--- config.mk ---
export PLATFORM = sky130hd
export DESIGN_NAME = instruction_loader
export DESIGN_NICKNAME = d
export VERILOG_FILES = /design/src/rtl/instruction_loader.sv
export SDC_FILE = /design/constraint.sdc
export NUM_CORES = 1
export LEC_CHECK = 0
export CAP_MARGIN = 5
export CORE_MARGIN = 4
export CORE_UTILIZATION = 35
export DETAILED_ROUTE_END_ITERATION = 12
export GPL_ROUTABILITY_DRIVEN = 0
export SLEW_MARGIN = 5
export SYNTH_ARGS = -nofsm -noshare
export SYNTH_HDL_FRONTEND = slang
export SYNTH_SLANG_ARGS = --single-unit
--- constraint.sdc ---
create_clock -name i_clk -period 6.15 [get_ports i_clk]
set_input_delay 1.23 -clock i_clk [delete_from_list [all_inputs] [get_ports i_clk]]
set_output_delay 1.23 -clock i_clk [all_outputs]
set_load 0.02 [all_outputs]
--- src/rtl/instruction_loader.sv ---
// -----------------------------------------------------------------------------
// instruction_loader
//
// Writer side of the instruction-memory load path. Collects the byte stream
// from the UART receiver, assembles little-endian instruction words and
// presents each completed word to the instruction memory with a single-cycle
// write strobe. Loading stops after the HALT word has been written. Overflow
// (memory full at write time) and a stalled partial word (timeout) are
// reported as a sticky error.
//
// Ports
//   i_clk               rising-edge clock
//   i_reset_n           asynchronous active-low reset
//   i_start             one-cycle pulse arming a load (honoured in IDLE only)
//   i_rx_data[7:0]      received byte
//   i_rx_valid          one-cycle strobe qualifying i_rx_data
//   i_mem_full          instruction memory full flag (sampled in WRITE)
//   o_instruction       assembled word, valid while o_instruction_write is high
//   o_instruction_write single-cycle write strobe to the instruction memory
//   o_word_count        number of words written, HALT included
//   o_busy              high while a load is in progress
//   o_done              sticky, HALT has been written
//   o_error             sticky, overflow or timeout occurred
// -----------------------------------------------------------------------------
module instruction_loader #(
    parameter int WORD_SIZE_IN_BYTES = 4,
    parameter int MEM_SIZE_IN_WORDS  = 64,
    parameter logic [WORD_SIZE_IN_BYTES*8-1:0] HALT_INSTRUCTION = 32'hFFFF_FFFF,
    parameter int TIMEOUT_CYCLES     = 1_000_000
) (
    input  logic                                i_clk,
    input  logic                                i_reset_n,
    input  logic                                i_start,
    input  logic [7:0]                          i_rx_data,
    input  logic                                i_rx_valid,
    input  logic                                i_mem_full,
    output logic [WORD_SIZE_IN_BYTES*8-1:0]     o_instruction,
    output logic                                o_instruction_write,
    output logic [$clog2(MEM_SIZE_IN_WORDS+1)-1:0] o_word_count,
    output logic                                o_busy,
    output logic                                o_done,
    output logic                                o_error
);

    localparam int WW = WORD_SIZE_IN_BYTES * 8;
    localparam int IW = (WORD_SIZE_IN_BYTES > 1) ? $clog2(WORD_SIZE_IN_BYTES) : 1;
    localparam int CW = $clog2(MEM_SIZE_IN_WORDS + 1);
    localparam int TW = $clog2(TIMEOUT_CYCLES + 1);

    typedef enum logic [2:0] {
        ST_IDLE,
        ST_RECEIVE,
        ST_WRITE,
        ST_GAP,
        ST_DONE,
        ST_ERROR
    } state_t;

    state_t          state_reg;
    state_t          state_next;
    logic [IW-1:0]   byte_idx_reg;
    logic [WW-1:0]   assembly_reg;
    logic [WW-1:0]   instruction_reg;
    logic [CW-1:0]   word_count_reg;
    logic [TW-1:0]   timeout_reg;

    logic            busy;
    logic            byte_accept;
    logic            last_lane;
    logic            stall_cycle;
    logic            timeout_hit;
    logic            write_ok;
    logic [WW-1:0]   word_merged;

    assign busy        = (state_reg == ST_RECEIVE) || (state_reg == ST_WRITE) ||
                         (state_reg == ST_GAP);
    // Assembly keeps running through WRITE and GAP so back-to-back bytes are
    // never lost while the previous word is being written.
    assign byte_accept = i_rx_valid && busy;
    assign last_lane   = (byte_idx_reg == IW'(WORD_SIZE_IN_BYTES - 1));
    assign stall_cycle = (state_reg == ST_RECEIVE) && (byte_idx_reg != '0) && !i_rx_valid;
    assign timeout_hit = stall_cycle && (timeout_reg == TW'(TIMEOUT_CYCLES - 1));
    assign write_ok    = (state_reg == ST_WRITE) && !i_mem_full;

    // Current assembly with the incoming byte dropped into its lane, so the
    // completed word is available in the same cycle its last byte arrives.
    generate
        for (genvar gi = 0; gi < WORD_SIZE_IN_BYTES; gi++) begin : g_lane
            assign word_merged[gi*8 +: 8] = (byte_idx_reg == IW'(gi)) ? i_rx_data
                                                                       : assembly_reg[gi*8 +: 8];
        end
    endgenerate

    // State register
    always_ff @(posedge i_clk or negedge i_reset_n) begin
        if (!i_reset_n) begin
            state_reg <= ST_IDLE;
        end else begin
            state_reg <= state_next;
        end
    end

    // Next-state logic
    always_comb begin
        state_next = state_reg;
        case (state_reg)
            ST_IDLE: begin
                if (i_start) begin
                    state_next = ST_RECEIVE;
                end
            end
            ST_RECEIVE: begin
                if (i_rx_valid && last_lane) begin
                    state_next = ST_WRITE;
                end else if (timeout_hit) begin
                    state_next = ST_ERROR;
                end
            end
            ST_WRITE: begin
                // Overflow is checked before HALT detection.
                if (i_mem_full) begin
                    state_next = ST_ERROR;
                end else if (instruction_reg == HALT_INSTRUCTION) begin
                    state_next = ST_DONE;
                end else begin
                    state_next = ST_GAP;
                end
            end
            ST_GAP: begin
                state_next = ST_RECEIVE;
            end
            ST_DONE: begin
                state_next = ST_DONE;
            end
            ST_ERROR: begin
                state_next = ST_ERROR;
            end
            default: begin
                state_next = ST_IDLE;
            end
        endcase
    end

    // Datapath: byte assembly, word capture, word counter, timeout counter
    always_ff @(posedge i_clk or negedge i_reset_n) begin
        if (!i_reset_n) begin
            byte_idx_reg    <= '0;
            assembly_reg    <= '0;
            instruction_reg <= '0;
            word_count_reg  <= '0;
            timeout_reg     <= '0;
        end else begin
            if (state_reg == ST_IDLE) begin
                if (i_start) begin
                    byte_idx_reg   <= '0;
                    assembly_reg   <= '0;
                    word_count_reg <= '0;
                    timeout_reg    <= '0;
                end
            end else begin
                if (byte_accept) begin
                    assembly_reg <= word_merged;
                    byte_idx_reg <= last_lane ? '0 : byte_idx_reg + IW'(1);
                    if ((state_reg == ST_RECEIVE) && last_lane) begin
                        instruction_reg <= word_merged;
                    end
                end

                if (write_ok) begin
                    word_count_reg <= word_count_reg + CW'(1);
                end

                // Counts idle cycles inside a partial word only; any accepted
                // byte or an empty word restarts it. Otherwise the value holds.
                if (byte_accept || (byte_idx_reg == '0)) begin
                    timeout_reg <= '0;
                end else if (stall_cycle) begin
                    timeout_reg <= timeout_reg + TW'(1);
                end
            end
        end
    end

    assign o_instruction       = instruction_reg;
    assign o_instruction_write = write_ok;
    assign o_word_count        = word_count_reg;
    assign o_busy              = busy;
    assign o_done              = (state_reg == ST_DONE);
    assign o_error             = (state_reg == ST_ERROR);

endmodule
---- Word-level counts from Yosys, hierarchy flattened ----
Index checks and enable logic that the tools add are counted.
storage, ports and cells
  register bits after elaboration ......... 96
  latch bits .............................. 0
  bits in writable memories ............... 0
  ROM bits ................................ 0
  bits of input ports ..................... 13
  output and inout bits ................... 43
  word-level logic and storage cells ...... 69
  memories kept ........................... 0
cells by class
  add/subtract/negate cells ............... 3
  $mul .................................... 0
  div/mod/pow operators ................... 0
  magnitude comparators ................... 0
  equal/unequal tests ..................... 12
  shift-type cells ........................ 0
  multiplexer cells ....................... 24
  bitwise logic cells ..................... 1
  reductions and logical operators ........ 23
operators with widths
  operator                                              count
  2-to-1 mux 32 bit                                     3
  2-to-1 mux 20 bit                                     4
  equality test 32 bit (second input constant)          1
  2-to-1 mux 8 bit                                      4
  2-to-1 mux 7 bit                                      3
  adder 20 x 1 -> 20 bit (second input constant)        1
  equality test 20 bit (second input constant)          1
  case mux 3 bit (6 select lines)                       1
  2-to-1 mux 3 bit                                      5
  2-to-1 mux 2 bit                                      4
  AND reduction 2 bit                                   4
  adder 7 x 1 -> 7 bit (second input constant)          1
  logical AND 1 bit                                     7
  equality test 3 x 2 -> 1 bit (second input constant)  2
  equality test 3 bit (second input constant)           2
  nonzero test 2 bit                                    3
  equality test 2 bit (second input constant)           2
  equality test 3 x 1 -> 1 bit (second input constant)  1
  zero test 3 bit                                       1
  logical OR 1 bit                                      3
  != test 3 x 2 -> 1 bit (second input constant)        1
  AND reduction 3 bit                                   1
  nonzero test 3 bit                                    1
  adder 2 x 1 -> 2 bit (second input constant)          1
  5 further kinds                                       6

---- Logic depth before layout (Yosys ltp) ----
  depth after elaboration ................. 7
  depth in mapped cells ................... 8
  gate-level depth less buffers ........... 7

---- Worst setup path before layout ----
OpenSTA, ideal clock, no wires.
  path type ............................... input to output
  from .................................... in i_mem_full
  to ...................................... out o_instruction_write
  data arrival time ....................... 1936 ps
  required time ........................... 4920 ps
  setup slack ............................. 2984 ps
  stages on the path ...................... 2
  path buffers ............................ 1
  path through ............................ nor4b_1 clkbuf_1
between the ends
  cells in the longest elaborated chain, start to end .. 2
RTL lines
  item                line  text
  start: declaration  36    input logic i_mem_full,
  zero test 1 bit     83    assign write_ok = (state_reg == ST_WRITE) && !i_mem_full;
  logical AND 1 bit   83
  end: declaration    38    output logic o_instruction_write,
Every way passes these cells.

---- Worst setup path in the final report ----
Same ends and word-level chain as after synthesis.

==> summary by stage <==
CTS
The library cell used as clock root buffer is clkbuf_16. The number of buffers inserted during clock tree synthesis is 9. The number of post-CTS setup repair buffers is 0.

The maximum root-to-sink buffer count is 2. The TritonCTS clock tree is built. The H-tree was split into 3 levels. The number of gates resized after CTS is 0. The register clock-pin slew on the reported worst setup and hold paths is 0.06 ns. The clock latency on the worst-skew pair is 0.34 ns. Hold repair after CTS inserted 0 buffers. For this design, the sink count on the clock tree is 88.

STA
The transition time of the tightest slew-check pin is 0.935 ns. The ratio of final minimum period to clock period is between 70 and 80%. Setup violations remaining at the end of the flow were counted as 0. The count of final hold-check violations was 0. The number of max-slew violations in the final report is 0. Across the routed clock network, the largest skew measured is 0.00677 ns.

The maximum clock frequency is 0.227 GHz. The shortest clock period the worst path allows after layout is 4.40 ns. The final total negative setup slack is 0 ns.

The worst max-slew margin expressed relative to the limit is 37.5%. Setup repair after global routing left no endpoint under its margin.

Layout
The number of flip-flops under the largest register name is 32. The number of diodes added for antenna fixing is 0. The fraction of final layout cells sized beyond drive strength 1 is 8.25%. Leaving out filler cells and counting taps, the final layout contains 628. After the last flow step, the layout net total stands at 499. The final design utilization is 44.7%. The area added between synthesis and finish is 22.6%.

Drt
The number of DRC markers in iteration 0 is 361. The number of nets with antenna violations after detailed routing is 0. Dividing the detail-routed wire length by the instance count gives 16.7 um. Summing over every cut layer, the via total after detailed routing is between 3000 and 4000. For this run, design rule violations remaining after detail routing come to 0. The final routed wirelength across all metal layers is 10500 um.

The average via count per standard cell is 5.38. The first detailed-routing pass took 4 iterations.

Floorplanning
The number of placement rows is 39. The floorplan step defined a die boundary enclosing 13900 sq um. The initial core utilization is 36.4%.

The die extent in x is 118 um. The number of top-level pins is 56. The die is between 100 and 150 um tall. The core outline area is ~12000 sq um.

Place
The count of port buffers added during placement is 55. The number of cells after detailed placement is ~610. Once detailed placement completed, the half-perimeter wirelength came to 7180 um.

Synth
The synthesized design contains 88 register bits. Counting every instance in the synthesized netlist gives roughly 440. The share of synthesized flip-flops with an asynchronous set or reset is 100%. Among all flip-flop cells after synthesis, the most frequent one is dfrtp_1.

The netlist uses 44 different library cells. Sequential cells were found to cover 52.1% of the synthesized design area. The number of nets produced by synthesis is approximately 460. In this run, synthesis inferred 0 flip-flops with an integrated enable. The average instance in the mapped netlist occupies roughly 9.7 sq um. The number of warnings issued by yosys is 0. The summed instance area of the synthesized netlist is 4230 sq um.

Worst setup path
Data on the critical path arrives at its endpoint at 3.17 ns. In this run the worst setup path begins at i_mem_full. STA classifies the critical path endpoint as a primary output. The critical path ends at o_instruction_write. The source of the worst register-to-register timing path is byte_idx_reg[0]$_DFFE_PN0P_. Measured in cells, the most critical reg-to-reg path has a length of 6.

The worst register-to-register path has a setup slack of ~3.4 ns. Of all nets on the critical path, the largest fanout is 11. The startpoint kind of the worst setup timing path is an input port. The endpoint of the worst register-to-register path is timeout_reg[19]$_DFFE_PN0P_. The type of the worst setup path is input port to primary output. Data on the critical path is required at its endpoint by just under 5 ns.

Min path
The type of the most critical hold path is flop to flop.

Power and ir drop
The peak supply drop is 250 uV. In this run the power density over the cells is about 470 nW/um^2. The leakage power total is 2.19 nW.

GRT
The global routing usage summed across all routing layers is 15.7%. The wire length of the first global-routing pass is roughly 18000 um. The number of antenna violations at the first check in global routing came to 0. Entering global routing, the biggest net connects 59 pins. The via count of the first global-routing pass is 3420. The global route total overflow is 0.

Flow run
Across the run, the number of max-cap violations was 0.

Run status
The run finished with clean final reports.
[metrics by stage]
step	setup WS (ns)	power, W	hold slack [ns]	cell area, sq um
after global routing	1.62	0.00262	0.535	5190
after global placement	1.78	0.00190	0.483	4890
after detailed placement	1.73	0.00191	0.491	4890
after floorplan	2.98	0.00150	0.459	4230
final	1.75	0.00245	0.505	5190
after CTS	1.73	0.00248	0.502	5190
[how the worst min path moves through the flow]
| stage | startpoint | to | slack (ns) | cells after the start |
|---|---|---|---|---|
| 6_report | assembly_reg[4]$_DFFE_PN0P_ | assembly_reg[4]$_DFFE_PN0P_ | 0.50 | 2 |
| 3_3_place_gp | assembly_reg[11]$_DFFE_PN0P_ | assembly_reg[11]$_DFFE_PN0P_ | 0.48 | 2 |
| 2_1_floorplan | timeout_reg[5]$_DFFE_PN0P_ | timeout_reg[5]$_DFFE_PN0P_ | 0.46 | 1 |
| 4_1_cts | timeout_reg[5]$_DFFE_PN0P_ | timeout_reg[5]$_DFFE_PN0P_ | 0.50 | 1 |
| 3_5_place_dp | assembly_reg[11]$_DFFE_PN0P_ | assembly_reg[11]$_DFFE_PN0P_ | 0.49 | 2 |
| 5_1_grt | assembly_reg[0]$_DFFE_PN0P_ | assembly_reg[0]$_DFFE_PN0P_ | 0.53 | 2 |
[logic make-up after synthesis]
family                     share of synthesized area (%)
and+or+nand+nor                                     18.9
buffers and inverters                               3.90
DFF                                                 52.1
adders and majority gates                           1.77
xor gates and xnor gates                            2.48
AOI/OAI and AO/OA                                   12.8
muxes                                               8.07
[placed cells by master (no fill, tap or decap), types with 2 or more instances in the layout]
cell and n:
and2_2 2, a21o_1 2, ha_1 6, and3_1 4, xor2_1 5, dfrtp_1 88
clkdlybuf4s50_1 54, inv_1 12, xnor2_1 7, a22o_1 3, o22ai_1 2, o31a_1 2
a21oi_1 33, and2_1 3, nand2b_1 3, nor4_1 9, nor2_1 54, a31oi_1 3
nand2_1 20, or4_1 2, mux2_2 9, nor3_1 9, nand4_1 14, buf_4 6
o21ai_0 39, or3_1 3, nand3_1 32, o2111ai_1 2, mux2i_1 24, o31ai_1 4
clkinvlp_4 4, clkbuf_16 9
[area by class of cell]
| type | instances | area [sq um] |
|---|---|---|
| Clock buffer | 10 | 229 |
| Fill cell | 1144 | 6430 |
| Sequential cell | 88 | 2200 |
| Tap cell | 143 | 179 |
| Timing Repair Buffer | 60 | 586 |
| Clock inverter | 6 | 68.8 |
| Inverter | 13 | 48.8 |
| Multi-Input combinational cell | 308 | 1870 |
[layer usage]
| layer | up-vias | track usage (%) | routed length, um |
|---|---|---|---|
| met4 | 0 | 4.98 | 128 |
| li1 | 1637 | - | - |
| met5 | - | 0 | 0 |
| met3 | 11 | 4.23 | 565 |
| met2 | 68 | 24.0 | 4930 |
| met1 | 1660 | 21.7 | 4850 |
[power breakdown]
group | leakage, nW | switching, W | internal [W]
combinational | 0.918 | 0.000550 | 0.000433
sequential | 1.14 | 0.000156 | 0.000761
clock | 0.131 | 0.000235 | 0.000316
total | 2.19 | 0.000942 | 0.00151
[worst max-delay path, stage by stage]
cell             delay, ns
clkdlybuf4s50_1       0.46
nor4b_2               0.72
clkdlybuf4s50_1       0.75
[cell usage after synthesis (2+ instances only)]
library cell / count / share of area (%)
dfrtp_1: 88 / 52
nor2_1: 54 / 4.8
o21ai_0: 39 / 4.6
a21oi_1: 33 / 3.9
nand3_1: 32 / 3.8
mux2i_1: 24 / 5.7
nand2_1: 20 / 1.8
clkbuf_1: 17 / 1.5
nand4_1: 14 / 2.1
inv_1: 12 / 1.1
nor3_1: 10 / 1.2
mux2_2: 9 / 2.4
nor4_1: 9 / 1.3
xnor2_1: 7 / 1.4
buf_2: 6 / 0.71
ha_1: 6 / 1.8
xor2_1: 5 / 1.0
and3_1: 4 / 0.59
o31ai_1: 4 / 0.71
a22o_1: 3 / 0.62
a31oi_1: 3 / 0.44
and2_1: 3 / 0.44
buf_1: 3 / 0.27
nand2b_1: 3 / 0.44
or3_1: 3 / 0.44
a21o_1: 2 / 0.35
and2_2: 2 / 0.35
o2111ai_1: 2 / 0.41
o22ai_1: 2 / 0.30
o31a_1: 2 / 0.41
or4_1: 2 / 0.35
Note: power is estimated with default switching activity, not from simulation.
